## src/rtl/memory_pkg.sv

```systemverilog
// Shared types and constants for the M stage: FSM states, funct3 codes, byte-enable patterns,
// and the access-alignment rule.
package memory_pkg;

    typedef enum logic [1:0] {
        StIdle = 2'd0,
        StReq  = 2'd1,
        StRsp  = 2'd2,
        StDone = 2'd3
    } mem_state_e;

    localparam logic [2:0] F3_B  = 3'b000;
    localparam logic [2:0] F3_H  = 3'b001;
    localparam logic [2:0] F3_W  = 3'b010;
    localparam logic [2:0] F3_BU = 3'b100;
    localparam logic [2:0] F3_HU = 3'b101;

    localparam logic [3:0] BE_NONE = 4'b0000;
    localparam logic [3:0] BE_B0   = 4'b0001;
    localparam logic [3:0] BE_LO   = 4'b0011;
    localparam logic [3:0] BE_HI   = 4'b1100;
    localparam logic [3:0] BE_ALL  = 4'b1111;

    // Stores decode only B/H as narrow; loads also treat BU/HU as narrow. Everything else is a word.
    function automatic logic is_misaligned(input logic is_store, input logic [2:0] f3,
                                           input logic [1:0] off);
        logic mis;
        mis = (off != 2'b00);
        if (is_store) begin
            if (f3 == F3_B) begin
                mis = 1'b0;
            end else if (f3 == F3_H) begin
                mis = off[0];
            end
        end else begin
            if (f3 == F3_B || f3 == F3_BU) begin
                mis = 1'b0;
            end else if (f3 == F3_H || f3 == F3_HU) begin
                mis = off[0];
            end
        end
        return mis;
    endfunction

endpackage

```

## src/rtl/load_align.sv

```systemverilog
// Load data alignment: selects the addressed byte/halfword of a bus word and sign- or
// zero-extends it according to funct3.
module load_align
    import memory_pkg::*;
(
    input  logic [31:0] word_i,
    input  logic [1:0]  offset_i,
    input  logic [2:0]  funct3_i,
    output logic [31:0] data_o
);

    logic [7:0]  byte_sel;
    logic [15:0] half_sel;

    always_comb begin
        case (offset_i)
            2'd0:    byte_sel = word_i[7:0];
            2'd1:    byte_sel = word_i[15:8];
            2'd2:    byte_sel = word_i[23:16];
            default: byte_sel = word_i[31:24];
        endcase
        half_sel = offset_i[1] ? word_i[31:16] : word_i[15:0];
    end

    always_comb begin
        case (funct3_i)
            F3_B:    data_o = {{24{byte_sel[7]}}, byte_sel};
            F3_BU:   data_o = {24'h0, byte_sel};
            F3_H:    data_o = {{16{half_sel[15]}}, half_sel};
            F3_HU:   data_o = {16'h0, half_sel};
            default: data_o = word_i;
        endcase
    end

endmodule

```

## src/rtl/memory_stage.sv

```systemverilog
// M stage of the RV32I pipeline: registers E results, runs loads/stores over a valid/ready bus
// and stalls upstream until the access completes.
module memory_stage
    import memory_pkg::*;
#(
    parameter int unsigned XLEN       = 32,
    parameter int unsigned BUS_ADDR_W = 32
) (
    input  logic                  clk_i,
    input  logic                  reset_i,
    input  logic [XLEN-1:0]       alu_result_e_i,
    input  logic [XLEN-1:0]       write_data_e_i,
    input  logic [4:0]            rd_e_i,
    input  logic [XLEN-1:0]       pc_plus_4_e_i,
    input  logic                  mem_read_e_i,
    input  logic                  mem_write_e_i,
    input  logic [2:0]            funct3_e_i,
    output logic [XLEN-1:0]       alu_result_m_o,
    output logic [XLEN-1:0]       read_data_m_o,
    output logic [4:0]            rd_m_o,
    output logic [XLEN-1:0]       pc_plus_4_m_o,
    output logic                  stall_o,
    output logic                  misaligned_o,
    output logic                  req_valid_o,
    input  logic                  req_ready_i,
    output logic                  req_we_o,
    output logic [BUS_ADDR_W-1:0] req_addr_o,
    output logic [XLEN-1:0]       req_wdata_o,
    output logic [3:0]            req_be_o,
    input  logic                  rsp_valid_i,
    input  logic [XLEN-1:0]       rsp_rdata_i
);

    if (XLEN != 32) begin : g_xlen_check
        $error("memory_stage: only XLEN=32 is supported");
    end
    if (BUS_ADDR_W < 3 || BUS_ADDR_W > XLEN) begin : g_addr_w_check
        $error("memory_stage: BUS_ADDR_W must be in [3, XLEN]");
    end

    mem_state_e      state_q, state_d;
    logic            mis_q, mis_d;
    logic [XLEN-1:0] alu_q, wdata_q, pc4_q, rdata_q;
    logic [4:0]      rd_q;
    logic            we_q;
    logic [2:0]      f3_q;

    logic            stall, capture;
    logic            is_mem_e, is_store_e, mis_e;
    logic [XLEN-1:0] load_data, st_wdata;
    logic [3:0]      st_be;

    assign stall      = (state_q == StReq) || (state_q == StRsp);
    assign capture    = ~stall;
    assign is_mem_e   = mem_read_e_i | mem_write_e_i;
    // Read wins when both flags are set.
    assign is_store_e = mem_write_e_i & ~mem_read_e_i;
    assign mis_e      = is_misaligned(is_store_e, funct3_e_i, alu_result_e_i[1:0]);

    always_comb begin
        state_d = state_q;
        mis_d   = mis_q;
        unique case (state_q)
            StIdle, StDone: begin
                mis_d = is_mem_e & mis_e;
                if (!is_mem_e) begin
                    state_d = StIdle;
                end else if (mis_e) begin
                    state_d = StDone;
                end else begin
                    state_d = StReq;
                end
            end
            StReq: begin
                if (req_ready_i) begin
                    state_d = we_q ? StDone : StRsp;
                end
            end
            StRsp: begin
                if (rsp_valid_i) begin
                    state_d = StDone;
                end
            end
            default: state_d = StIdle;
        endcase
    end

    always_ff @(posedge clk_i or posedge reset_i) begin
        if (reset_i) begin
            state_q <= StIdle;
            mis_q   <= 1'b0;
        end else begin
            state_q <= state_d;
            mis_q   <= mis_d;
        end
    end

    always_ff @(posedge clk_i or posedge reset_i) begin
        if (reset_i) begin
            alu_q   <= '0;
            wdata_q <= '0;
            pc4_q   <= '0;
            rd_q    <= '0;
            we_q    <= 1'b0;
            f3_q    <= '0;
        end else if (capture) begin
            alu_q   <= alu_result_e_i;
            wdata_q <= write_data_e_i;
            pc4_q   <= pc_plus_4_e_i;
            rd_q    <= rd_e_i;
            we_q    <= is_store_e;
            f3_q    <= funct3_e_i;
        end
    end

    load_align u_load_align (
        .word_i   (rsp_rdata_i),
        .offset_i (alu_q[1:0]),
        .funct3_i (f3_q),
        .data_o   (load_data)
    );

    // Cleared on every capture so only a completed load ever presents data.
    always_ff @(posedge clk_i or posedge reset_i) begin
        if (reset_i) begin
            rdata_q <= '0;
        end else if (capture) begin
            rdata_q <= '0;
        end else if (state_q == StRsp && rsp_valid_i) begin
            rdata_q <= load_data;
        end
    end

    always_comb begin
        case (f3_q)
            F3_B: begin
                st_wdata = {4{wdata_q[7:0]}};
                st_be    = BE_B0 << alu_q[1:0];
            end
            F3_H: begin
                st_wdata = {2{wdata_q[15:0]}};
                st_be    = alu_q[1] ? BE_HI : BE_LO;
            end
            default: begin
                st_wdata = wdata_q;
                st_be    = BE_ALL;
            end
        endcase
    end

    assign req_valid_o  = (state_q == StReq);
    assign req_we_o     = req_valid_o & we_q;
    assign req_addr_o   = req_valid_o ? {alu_q[BUS_ADDR_W-1:2], 2'b00} : '0;
    assign req_wdata_o  = req_we_o ? st_wdata : '0;
    assign req_be_o     = req_we_o ? st_be : (req_valid_o ? BE_ALL : BE_NONE);

    assign stall_o        = stall;
    assign misaligned_o   = (state_q == StDone) & mis_q;
    assign rd_m_o         = ((state_q == StIdle) || (state_q == StDone && !mis_q)) ? rd_q : 5'd0;
    assign alu_result_m_o = alu_q;
    assign pc_plus_4_m_o  = pc4_q;
    assign read_data_m_o  = rdata_q;

endmodule

```

## config.mk

```make
export PLATFORM = sky130hd
export DESIGN_NAME = memory_stage
export DESIGN_NICKNAME = d
export VERILOG_FILES = /design/src/rtl/memory_pkg.sv /design/src/rtl/load_align.sv /design/src/rtl/memory_stage.sv
export SDC_FILE = /design/constraint.sdc
export NUM_CORES = 1
export LEC_CHECK = 0
export CAP_MARGIN = 20
export CORE_MARGIN = 4
export CORE_UTILIZATION = 40
export CTS_CLUSTER_DIAMETER = 150
export CTS_CLUSTER_SIZE = 12
export DETAILED_ROUTE_END_ITERATION = 8
export PLACE_DENSITY = 0.79
export SLEW_MARGIN = 25
export SYNTH_ARGS = -nofsm -noshare
export SYNTH_HDL_FRONTEND = slang
export SYNTH_SLANG_ARGS = --single-unit
```

## constraint.sdc

```tcl
create_clock -name clk_i -period 7.7 [get_ports clk_i]
set_input_delay 0.77 -clock clk_i [delete_from_list [all_inputs] [get_ports clk_i]]
set_output_delay 0.77 -clock clk_i [all_outputs]
set_load 0.1 [all_outputs]
```

==> metrics.md <==
| Metric | Value |
|---|---|
| Outcome | `finished clean` |
| CTS Buffer Depth | `2` |
| H-tree Lvls | `4` |
| Chip Width | `136 µm` |
| PortBufs | `312` |
| Ys async rst share | `100%` |
| Vias in the first global route | `5909` |
| Die height | `136 µm` |
| Yosys top cell by area | `dfrtp_1` |
| # rows | `46` |
| Drt pass-1 iters | `4` |
| DRC violations left | `0` |
| Period minus WS final | `4460 ps` |
| Unrepaired setup endpoints after global routing | `no` |
| Largest net degree at the start of global routing | `78` |
| Worst Path Required | `6930 ps` |
| Post-synth top area share | `53.2%` |
| Number of synthesis warnings | `0` |
| Area of the core | `16000 µm²` |
| Total CTS buffers | `17` |
| Routability cong. | `0.859` |
| Routed Antenna Nets | `0` |
| Clock Pin Slew Worst Setup and Hold Paths | `60 ps` |
| GRT Total Usage | `22.5%` |
| Fillers | `1305` |
| Final period util | `57.9%` |
| Syn Inst Count | `574` |
| Post-CTS Resized | `0` |
| Hpwl dp | `15800 µm` |
| Netlist cell types | `39` |
| Hold Buf Count CTS | `0` |
| Startpoint Class | `flip-flop` |
| Root Driver | `clkbuf_16` |
| Synth area leaders | `dfrtp_1 (53%), mux2_2 (19%), nand2_1 (3.7%)` |
| Mapped Area | `6590 µm²` |
| Worst Skew | `11.2 ps` |
| # Post-CTS Setup Buffers | `0` |
| Layout Nets | `1017` |
| Setup Viol. Count Final | `0` |
| CTS sink cnt | `140` |
| Via Count | `5548` |
| Clk_lat worst skew | `410 ps` |
| Final setup margin | `3240 ps` |
| Sequential share of the synthesized area | `53.2%` |
| Vias per Instance | `5.04` |
| Starting Density | `41.2%` |
| CP Capture Type | `output port` |
| HP Class | `flip-flop to flip-flop` |
| F_max | `224 MHz` |
| Finished Cell Area | `10500 µm²` |
| Overall die area | `18600 µm²` |
| Prevailing post-synth register cell | `dfrtp_1` |
| Sum Neg Setup Slack | `0 ps` |
| EDFF count, synth | `0` |
| Largest fanout on the critical path | `42` |
| Final hold violation count | `0` |
| Layout area overhead | `59.0%` |
| Boundary Pins | `315` |
| Most common cell in the netlist | `dfrtp_1` |
| Relative slew slack | `30.2%` |
| Max cap viols | `0` |
| Initial antenna violation count | `3` |
| Critical path data arrival time | `3690 ps` |
| Pre-CTS setup slack | `3640 ps` |
| Total routed wirelength | `21100 µm` |
| CTS tree | `done` |
| Tightest Pin Transition | `1040 ps` |
| Area post-placement | `9870 µm²` |
| Layout cell share with drive strength beyond 1 | `17.4%` |
| Avg WL per Cell | `19.1 µm` |
| GRT overflow | `0` |
| #FFs+latches synth | `140` |
| Avg Synthesized Cell Area | `11.5 µm²` |
| First-pass GRT wire length | `32100 µm` |
| Initial DRC count | `234` |
| Max Slew Vio Count | `0` |
| WS Path Type | `flip-flop to output port` |
| Post-synth top cells | `dfrtp_1 (140), mux2_2 (110), nand2_1 (65)` |
-- critical path: stages, from the launching register on --
cell,delay (ps)
dfrtp_1,410
inv_1,130
ha_1,160
buf_4,320
nand2_1,580
a311oi_1,450
clkdlybuf4s50_1,1230
-- logic make-up (layout without fill, tap and decap cells) --
| group | Yosys count | in the layout | share of synthesized area, % |
|---|---|---|---|
| AO/OA/AOI/OAI | 96 | 96 | 10.3 |
| adder cells (fa/ha/maj) | 4 | 4 | 0.759 |
| buffers and inverters | 57 | 365 | 3.63 |
| flip-flops | 140 | 140 | 53.2 |
| multiplexers | 115 | 115 | 19.7 |
| other | 1 | 3 | 0.0569 |
| AND/OR/NAND/NOR | 161 | 161 | 12.3 |
-- per-layer routing --
layer	part of all wire (%)	vias up	GRT usage, %
met5	0.16	-	0
met4	2.6	4	8.34
met3	7.6	38	7.51
met2	50	224	37.8
met1	40	2689	26.9
li1	-	2593	-
-- layout by cell type, fill, tap and decap left out, types with 5 or more instances in the layout --
master | Yosys | routed
a221oi_1 | 8 | 8
a21o_1 | 7 | 7
nand2b_1 | 24 | 24
a311oi_1 | 8 | 8
clkinvlp_4 | 0 | 5
buf_4 | 2 | 5
a22o_1 | 16 | 16
and2_1 | 31 | 31
mux2_2 | 110 | 110
inv_1 | 17 | 16
clkbuf_16 | 0 | 17
clkbuf_8 | 0 | 5
nor2b_1 | 8 | 8
dfrtp_1 | 140 | 140
nand2_1 | 65 | 64
and3_1 | 10 | 10
a21oi_1 | 21 | 21
o21ai_0 | 21 | 21
nor2_1 | 13 | 13
clkdlybuf4s50_1 | 0 | 312
-- state kept, by name (all words and copies together) (netlist names) --
register and flops:
rd_q 5, state_q 2, pc_plus_4_m_o 32, mis_q 1, alu_result_m_o 32, read_data_m_o 32
f3_q 3, we_q 1, wdata_q 32
-- path summary, 6_finish.rpt --
check / depth (start not counted) / slack, ps / start / endpoint
setup / recovery: 6 / 3240 / state_q[1]$_DFFE_PP0P_ / req_wdata_o[24]
hold / removal: 1 / 480 / read_data_m_o[8]$_DFFE_PP0P_ / read_data_m_o[8]$_DFFE_PP0P_
setup reg to reg: 6 / 4510 / state_q[1]$_DFFE_PP0P_ / read_data_m_o[23]$_DFFE_PP0P_
hold reg to reg: 1 / 480 / read_data_m_o[8]$_DFFE_PP0P_ / read_data_m_o[8]$_DFFE_PP0P_
max in group asynchronous: 3 / 5520 / reset_i / pc_plus_4_m_o[14]$_DFFE_PP0P_
min in group asynchronous: 2 / 860 / reset_i / alu_result_m_o[24]$_DFFE_PP0P_
-- layout make-up --
cell class | instances | area [µm²] | share of cell area (%)
inverters | 17 | 68.8 | 0.657
multi-input cells | 378 | 2870 | 27.4
clock inverters | 9 | 111 | 1.06
well taps | 216 | 270 | 2.58
flip-flops and latches | 140 | 3500 | 33.4
repair buffers | 317 | 3160 | 30.2
clock buffers | 22 | 494 | 4.72
diodes | 1 | 2.50 | 0.0239
-- through the flow --
step / hold slack, ps / instances / util (%)
2_1_floorplan: 467 / 575 / -
3_3_place_gp: 461 / 1068 / 61.7
3_5_place_dp: 470 / 1068 / 61.7
4_1_cts: 484 / 1099 / 65.5
5_1_grt: 503 / 1100 / 65.5
6_report: 480 / 1100 / 65.5
Power is left out: the tool's default activity adds up to more than one toggle a clock period on the data nets, which glitch-free logic cannot reach.
